**src/rtl/regular_pulse_gen.sv**
```systemverilog
// -----------------------------------------------------------------------------
// regular_pulse_gen
//
// Purpose:
//   Sits behind an upward counter and consumes its wrap strobe (tick). Each
//   tick advances an internal phase counter; the block turns that phase into a
//   regular pulse train on pulse_out. Period, high width and number of periods
//   are programmable. A pulse count of zero selects free-running mode.
//   A start/stop handshake and a one-cycle done strobe let the surrounding
//   control logic sequence trains.
//
// Optional feature (macro REGULAR_PULSE_POLARITY_EN):
//   Adds a polarity input that is latched on an accepted start. With polarity
//   latched as 1 the pulse train is inverted while running, and pulse_out
//   rests at the latched polarity in IDLE and DONE. Reset still clears
//   pulse_out and the latched polarity to 0. With the macro undefined the
//   port does not exist and pulse_out is active-high, resting at 0.
//
// Parameters:
//   WIDTH  - width of period, high_len and the internal phase counter
//   CNT_W  - width of n_pulses and pulse_idx
//
// Ports:
//   clk        in   system clock, rising edge
//   reset      in   asynchronous active-low reset (0 = reset, 1 = run)
//   tick       in   one-cycle strobe, advances the phase by one
//   start      in   one-cycle request to begin a train (accepted in IDLE only)
//   stop       in   abort request (wins over start)
//   period     in   ticks per output period, latched on accepted start
//   high_len   in   ticks pulse_out is active per period, latched on start
//   n_pulses   in   periods to emit, 0 = continuous, latched on start
//   polarity   in   (optional) output polarity, latched on start
//   pulse_out  out  registered pulse train
//   busy       out  high in RUN and DONE
//   done       out  one-cycle strobe when a finite train completes
//   pulse_idx  out  0-based index of the current period
// -----------------------------------------------------------------------------
module regular_pulse_gen #(
    parameter int WIDTH = 16,
    parameter int CNT_W = 16
) (
    input  logic             clk,
    input  logic             reset,
    input  logic             tick,
    input  logic             start,
    input  logic             stop,
    input  logic [WIDTH-1:0] period,
    input  logic [WIDTH-1:0] high_len,
    input  logic [CNT_W-1:0] n_pulses,
`ifdef REGULAR_PULSE_POLARITY_EN
    input  logic             polarity,
`endif
    output logic             pulse_out,
    output logic             busy,
    output logic             done,
    output logic [CNT_W-1:0] pulse_idx
);

    typedef enum logic [1:0] {
        ST_IDLE = 2'd0,
        ST_RUN  = 2'd1,
        ST_DONE = 2'd2
    } state_t;

    // -------------------------------------------------------------------------
    // State registers
    // -------------------------------------------------------------------------
    state_t           state_q,      state_d;
    logic [WIDTH-1:0] phase_q,      phase_d;
    logic [CNT_W-1:0] pulse_idx_q,  pulse_idx_d;
    logic [WIDTH-1:0] period_q,     period_d;
    logic [WIDTH-1:0] high_len_q,   high_len_d;
    logic [CNT_W-1:0] n_pulses_q,   n_pulses_d;
    logic             pulse_out_q,  pulse_out_d;
    logic             busy_q,       busy_d;
    logic             done_q,       done_d;

    // Latched polarity and the polarity that a start accepted this cycle
    // would latch. In the default build both are tied low, so every XOR with
    // them below collapses to the plain active-high behaviour.
    logic             pol_q;
    logic             pol_new;
`ifdef REGULAR_PULSE_POLARITY_EN
    logic             pol_d;
    assign pol_new = polarity;
`else
    assign pol_q   = 1'b0;
    assign pol_new = 1'b0;
`endif

    // -------------------------------------------------------------------------
    // Helper terms for the RUN state
    // -------------------------------------------------------------------------
    logic [WIDTH-1:0] phase_inc;
    logic             at_period_end;
    logic             last_period;
    logic             start_ok;

    assign phase_inc     = phase_q + WIDTH'(1);
    // period_q is never 0 while running (start with period 0 is refused),
    // so period_q-1 is always a valid last phase.
    assign at_period_end = (phase_q == (period_q - WIDTH'(1)));
    assign last_period   = (n_pulses_q != '0) &&
                           (pulse_idx_q == (n_pulses_q - CNT_W'(1)));
    assign start_ok      = start && !stop && (period != '0);

    // -------------------------------------------------------------------------
    // Next-state and registered-output logic
    // -------------------------------------------------------------------------
    always_comb begin
        state_d     = state_q;
        phase_d     = phase_q;
        pulse_idx_d = pulse_idx_q;
        period_d    = period_q;
        high_len_d  = high_len_q;
        n_pulses_d  = n_pulses_q;
        pulse_out_d = pulse_out_q;
        busy_d      = busy_q;
        done_d      = 1'b0;
`ifdef REGULAR_PULSE_POLARITY_EN
        pol_d       = pol_q;
`endif

        unique case (state_q)
            ST_IDLE: begin
                busy_d      = 1'b0;
                pulse_out_d = pol_q;
                if (start_ok) begin
                    period_d    = period;
                    high_len_d  = high_len;
                    n_pulses_d  = n_pulses;
`ifdef REGULAR_PULSE_POLARITY_EN
                    pol_d       = polarity;
`endif
                    phase_d     = '0;
                    pulse_idx_d = '0;
                    state_d     = ST_RUN;
                    busy_d      = 1'b1;
                    // Phase 0 is active whenever the high width is non-zero,
                    // so the first pulse appears without waiting for a tick.
                    pulse_out_d = (high_len != '0) ^ pol_new;
                end
            end

            ST_RUN: begin
                if (stop) begin
                    // Abort: no done strobe, pulse_idx keeps its last value.
                    state_d     = ST_IDLE;
                    busy_d      = 1'b0;
                    pulse_out_d = pol_q;
                end else if (tick) begin
                    if (at_period_end) begin
                        if (last_period) begin
                            state_d     = ST_DONE;
                            done_d      = 1'b1;
                            pulse_out_d = pol_q;
                        end else begin
                            // pulse_idx wraps naturally at 2^CNT_W.
                            phase_d     = '0;
                            pulse_idx_d = pulse_idx_q + CNT_W'(1);
                            pulse_out_d = (high_len_q != '0) ^ pol_q;
                        end
                    end else begin
                        phase_d     = phase_inc;
                        // high_len >= period keeps this true all train long;
                        // high_len == 0 keeps it false.
                        pulse_out_d = (phase_inc < high_len_q) ^ pol_q;
                    end
                end
            end

            ST_DONE: begin
                // One-cycle state; stop or not, the next edge lands in IDLE.
                state_d     = ST_IDLE;
                busy_d      = 1'b0;
                pulse_out_d = pol_q;
            end

            default: begin
                state_d     = ST_IDLE;
                busy_d      = 1'b0;
                pulse_out_d = 1'b0;
            end
        endcase
    end

    // -------------------------------------------------------------------------
    // Register bank
    // -------------------------------------------------------------------------
    always_ff @(posedge clk or negedge reset) begin
        if (!reset) begin
            state_q     <= ST_IDLE;
            phase_q     <= '0;
            pulse_idx_q <= '0;
            period_q    <= '0;
            high_len_q  <= '0;
            n_pulses_q  <= '0;
            pulse_out_q <= 1'b0;
            busy_q      <= 1'b0;
            done_q      <= 1'b0;
        end else begin
            state_q     <= state_d;
            phase_q     <= phase_d;
            pulse_idx_q <= pulse_idx_d;
            period_q    <= period_d;
            high_len_q  <= high_len_d;
            n_pulses_q  <= n_pulses_d;
            pulse_out_q <= pulse_out_d;
            busy_q      <= busy_d;
            done_q      <= done_d;
        end
    end

`ifdef REGULAR_PULSE_POLARITY_EN
    always_ff @(posedge clk or negedge reset) begin
        if (!reset) begin
            pol_q <= 1'b0;
        end else begin
            pol_q <= pol_d;
        end
    end
`endif

    // -------------------------------------------------------------------------
    // Outputs
    // -------------------------------------------------------------------------
    assign pulse_out = pulse_out_q;
    assign busy      = busy_q;
    assign done      = done_q;
    assign pulse_idx = pulse_idx_q;

endmodule

```
**config.mk**
```make
export PLATFORM = sky130hd
export DESIGN_NAME = regular_pulse_gen
export DESIGN_NICKNAME = d
export VERILOG_FILES = /design/src/rtl/regular_pulse_gen.sv
export SDC_FILE = /design/constraint.sdc
export NUM_CORES = 1
export LEC_CHECK = 0
export ABC_CLOCK_PERIOD_IN_PS = 3300
export CORE_AREA = 2 2 108 110
export DETAILED_ROUTE_END_ITERATION = 12
export DIE_AREA = 0 0 110 112
export PLACE_DENSITY = 0.77
export SETUP_SLACK_MARGIN = 0.2
export SLEW_MARGIN = 20
export SYNTH_ARGS = -nofsm -noshare
export SYNTH_HDL_FRONTEND = slang
export SYNTH_SLANG_ARGS = --single-unit
```
**constraint.sdc**
```tcl
create_clock -name clk -period 3.3 [get_ports clk]
set_input_delay 0.33 -clock clk [delete_from_list [all_inputs] [get_ports clk]]
set_output_delay 0.33 -clock clk [all_outputs]
set_load 0.01 [all_outputs]
```
==> summary.txt <==
Worst setup path
  – Setup crit end kind: flip-flop
  – Sort of element at the start of the critical path: flip-flop
  – Path depth of the worst reg2reg path: 15
  – Capture instance of the worst register-to-register path: pulse_out
  – CP arrival: about 3400 ps
  – Crit path max fanout: 4
  – Setup slack on the worst flop-to-flop path: roughly 190 ps
  – Launch instance of the worst register-to-register path: phase_q[1]
  – Req. time, crit path: ~3600 ps
  – Type of the setup path with the least slack: reg2reg

Timing
  – RSZ-0062 raised after global routing: yes
  – Worst relative slew slack: around 47%
  – Final setup violation count: 0
  – Max-slew violation count: 0
  – Measured slew at the worst slew-check pin: between 700 and 800 ps
  – Final Critical Period: approximately 3100 ps
  – Worst Clk Skew: between 9 and 10 ps
  – Slack of the critical path: between 150 and 200 ps
  – Setup Total Neg Slack: 0 ps
  – Number of hold violations in the final report: 0
  – Share of the clock period used by the worst path: about 94%
  – Peak clock frequency supported by timing: ~0.32 GHz

Drt
  – Number of remaining DRC errors: 0
  – Vias per cell: about 6.0
  – Residual antenna-violating net count after detailed routing: 0
  – Drt first pass iters: 5
  – Routed wire length per instance: 16.8 microns
  – Total number of vias: between 5000 and 6000
  – Total Routed Length: 14.6 mm
  – Iteration-0 DRC Markers: between 300 and 400

Min path
  – Worst Hold Class: in2async

Placement
  – Pre-CTS worst setup slack: 93.3 ps
  – Placed wire-length estimate after detailed placement: approximately 10 mm
  – Count of input and output buffers: between 70 and 80
  – Weighted congestion reported at the end of routability-driven placement: 0.861

Floorplan
  – Height of the chip: 112 microns
  – Floorplan Core Area: 11200 sq um
  – Die Width: 110 microns
  – FP Rows: 39
  – Area of the die: about 12000 sq um
  – Ports placed on the boundary: 72
  – Starting Density: about half

Power and ir drop
  – Switching Fraction: between 30% and 40%
  – Cell Int Power: between 2 and 2.5 mW
  – Relative contribution of the clock network to total power: around 31%
  – Combinational fraction of design power: about a quarter
  – Areal power density over the cells: 476 nW/um^2
  – Fraction of power consumed by sequential logic: a little over two fifths
  – Net switching power of the design: 1.06 mW
  – Power consumption: about 3.2 mW
  – Maximum ir drop on the vdd rail: around 0.47 mV
  – Leakage: 2.95 nW

Layout
  – Number of filler cells placed in the layout: about 980
  – Total area of multi-input combinational cells: about 3200 sq um
  – Number of antenna diodes: 0
  – Fin nets: ~790
  – Reg area: roughly 2100 sq um
  – Relative area change from synthesis to final layout: 24.1%
  – Layout cell share with drive strength beyond 1: ~10%

Global routing
  – GR Overflow Total: 0
  – First-pass GRT wire length: approximately 23 mm
  – GR Util All Layers: about a quarter
  – Pin count of the biggest net entering global routing: 86
  – Vias in the first global route: 4901
  – Initial antenna violation count: 0

Synth
  – Net Count, Synth: a little over 700
  – Ys flop type: sky130_fd_sc_hd__dfrtp_1
  – Netlist Area Pre-Place: 5490 sq um
  – Seq cells post-synth: 85
  – Top-area cell type share of the netlist area: between 30% and 40%
  – Post-synthesis cell type with the largest combined area: sky130_fd_sc_hd__dfrtp_1
  – Number of synthesis warnings: 0
  – Post-synthesis average cell area: ~8.4 sq um
  – Fraction of registers with async set or reset after synthesis: between 90% and 100%
  – Top area cells in the synthesized netlist: sky130_fd_sc_hd__dfrtp_1, sky130_fd_sc_hd__nand2_1, sky130_fd_sc_hd__ha_1
  – Number of flops mapped to enable cells by yosys: 0
  – Proportion of synthesized chip area in sequential cells: ~39%
  – Number of cells produced by synthesis: 651
  – Library cells used by synthesis: 66

Clock network
  – Clock latency at the later pin of the worst-skew pair: between 300 and 400 ps
  – Clock Sink Count: between 80 and 90
  – Clock tree from TritonCTS: done
  – Number of clock buffers inserted by TritonCTS: 9
  – Clock-pin transition on the worst setup and hold timing paths: roughly 60 ps
  – CTS hold repair buffers: 0
  – Number of buffers on the longest clock path: 2
  – Clock tree root driver cell: sky130_fd_sc_hd__clkbuf_16
  – H-Tree Level Count: 3

Run status
  – Status: completed

Job
  – Max Cap Viol: 0
## area by class of cell
| type | instances | area share (%) |
|---|---|---|
| Multi-Input combinational cell | 509 | 47.6 |
| Sequential cell | 85 | 31.2 |
| Timing Repair Buffer | 91 | 13.0 |
| Clock buffer | 12 | 3.62 |
| Tap cell | 143 | 2.63 |
| Inverter | 21 | 1.16 |
| Clock inverter | 4 | 0.698 |
## power groups by stage
stage	registers (mW)	clock network [mW]	logic [mW]
global placement	1.36	0	0.764
global route	1.39	1.07	0.956
finish	1.37	1.01	0.856
detailed placement	1.37	0	0.797
CTS	1.35	1.03	0.813
floorplan	1.31	0	0.571
## logic make-up after synthesis
logic type	share of synthesized area [%]
AOI/OAI and AO/OA	13.4
buffers and inverters	4.40
DFF	38.7
adders and majority gates	4.33
and+or+nand+nor	30.0
muxes	1.14
xor gates and xnor gates	7.98
## metal layers
layer / GRT usage (%) / vias up / part of all wire [%]
met4: 8.10 / 0 / 2.3
li1: - / 2450 / -
met3: 5.80 / 27 / 4.6
met5: 0 / - / 0
met1: 29.2 / 2533 / 42
met2: 41.8 / 141 / 51
## layout by cell type, fill, tap and decap left out, types with 3 or more instances in the layout
cell / count
sky130_fd_sc_hd__or3_1: 8
sky130_fd_sc_hd__mux2i_1: 3
sky130_fd_sc_hd__nand4_1: 16
sky130_fd_sc_hd__and3_1: 7
sky130_fd_sc_hd__a21o_1: 4
sky130_fd_sc_hd__o31ai_1: 5
sky130_fd_sc_hd__clkdlybuf4s50_1: 70
sky130_fd_sc_hd__o21a_1: 3
sky130_fd_sc_hd__and4b_1: 3
sky130_fd_sc_hd__o21ai_1: 23
sky130_fd_sc_hd__nor4_1: 17
sky130_fd_sc_hd__nand3_1: 19
sky130_fd_sc_hd__a21oi_1: 23
sky130_fd_sc_hd__nand3b_1: 6
sky130_fd_sc_hd__and2_1: 4
sky130_fd_sc_hd__or4_1: 7
sky130_fd_sc_hd__a22o_1: 5
sky130_fd_sc_hd__nor3_1: 20
sky130_fd_sc_hd__xnor2_1: 26
sky130_fd_sc_hd__or4b_1: 3
sky130_fd_sc_hd__ha_1: 17
sky130_fd_sc_hd__clkbuf_16: 9
sky130_fd_sc_hd__inv_1: 20
sky130_fd_sc_hd__and3_4: 5
sky130_fd_sc_hd__dfrtp_1: 84
sky130_fd_sc_hd__nor4_2: 4
sky130_fd_sc_hd__xor2_1: 23
sky130_fd_sc_hd__nor2_1: 23
sky130_fd_sc_hd__buf_4: 18
sky130_fd_sc_hd__nand4b_1: 6
sky130_fd_sc_hd__nand2_1: 142
sky130_fd_sc_hd__o21ai_0: 31
## metrics by stage
stage	std cells	cell area [sq um]	hold slack (ps)	utilization, %
6_report	865	6810	24.7	61.0
5_1_grt	865	6810	95.2	61.0
4_1_cts	860	6680	226	59.7
3_5_place_dp	843	6350	467	56.8
3_3_place_gp	843	6350	461	56.8
2_1_floorplan	651	5510	34.4	-
## repair_timing
action,CTS,global route
endpoints found under the setup margin,22,33
pin swaps,1,3
resized for setup,7,17
buffers inserted,1,5
## flip-flops by register name, indices dropped and copies added, names as in the netlist
name,cells
period_q,16
pulse_out,1
done,1
state_q,2
busy,1
pulse_idx,16
n_pulses_q,16
phase_q,16
high_len_q,16
## worst max-delay path by stage
stage                     from        end  slack [ps]  cells after the start
floorplan           phase_q[0]  pulse_out         160                     16
global placement    phase_q[1]  pulse_out         200                     15
detailed placement  phase_q[1]  pulse_out          90                     15
CTS                 phase_q[0]  pulse_out         150                     15
global route        phase_q[1]  pulse_out          30                     15
finish              phase_q[1]  pulse_out         190                     15
## worst max-delay path, cell delays in order, from the launching register on
cell and delay, ps:
sky130_fd_sc_hd__dfrtp_1 360, sky130_fd_sc_hd__ha_2 180, sky130_fd_sc_hd__and3_4 190, sky130_fd_sc_hd__and3_4 210, sky130_fd_sc_hd__and3_4 210, sky130_fd_sc_hd__and3_4 200, sky130_fd_sc_hd__xor2_1 150, sky130_fd_sc_hd__ha_1 260
sky130_fd_sc_hd__a21o_1 180, sky130_fd_sc_hd__a21o_1 150, sky130_fd_sc_hd__a21o_1 170, sky130_fd_sc_hd__a21oi_2 110, sky130_fd_sc_hd__o211ai_1 110, sky130_fd_sc_hd__a211o_1 250, sky130_fd_sc_hd__and3_1 150, sky130_fd_sc_hd__nor3_1 160
## Yosys cell counts (3+ instances only)
| master | instances |
|---|---|
| sky130_fd_sc_hd__nand4_1 | 16 |
| sky130_fd_sc_hd__or3_1 | 8 |
| sky130_fd_sc_hd__nor3_1 | 20 |
| sky130_fd_sc_hd__and2_1 | 5 |
| sky130_fd_sc_hd__a21o_1 | 4 |
| sky130_fd_sc_hd__o31ai_1 | 5 |
| sky130_fd_sc_hd__o21a_1 | 3 |
| sky130_fd_sc_hd__xnor2_1 | 26 |
| sky130_fd_sc_hd__nand3b_1 | 6 |
| sky130_fd_sc_hd__buf_1 | 3 |
| sky130_fd_sc_hd__o21ai_0 | 32 |
| sky130_fd_sc_hd__or4_1 | 7 |
| sky130_fd_sc_hd__dfrtp_1 | 85 |
| sky130_fd_sc_hd__nor4_1 | 21 |
| sky130_fd_sc_hd__a22o_1 | 5 |
| sky130_fd_sc_hd__and3_1 | 14 |
| sky130_fd_sc_hd__a21oi_1 | 24 |
| sky130_fd_sc_hd__inv_1 | 21 |
| sky130_fd_sc_hd__or4b_1 | 3 |
| sky130_fd_sc_hd__ha_1 | 19 |
| sky130_fd_sc_hd__and4b_1 | 3 |
| sky130_fd_sc_hd__clkbuf_1 | 25 |
| sky130_fd_sc_hd__nand3_1 | 19 |
| sky130_fd_sc_hd__o21ai_1 | 22 |
| sky130_fd_sc_hd__nor2_1 | 25 |
| sky130_fd_sc_hd__xor2_1 | 24 |
| sky130_fd_sc_hd__buf_2 | 4 |
| sky130_fd_sc_hd__mux2i_1 | 4 |
| sky130_fd_sc_hd__nand4b_1 | 6 |
| sky130_fd_sc_hd__nand2_1 | 142 |
Power figures use the tool's default switching activity.
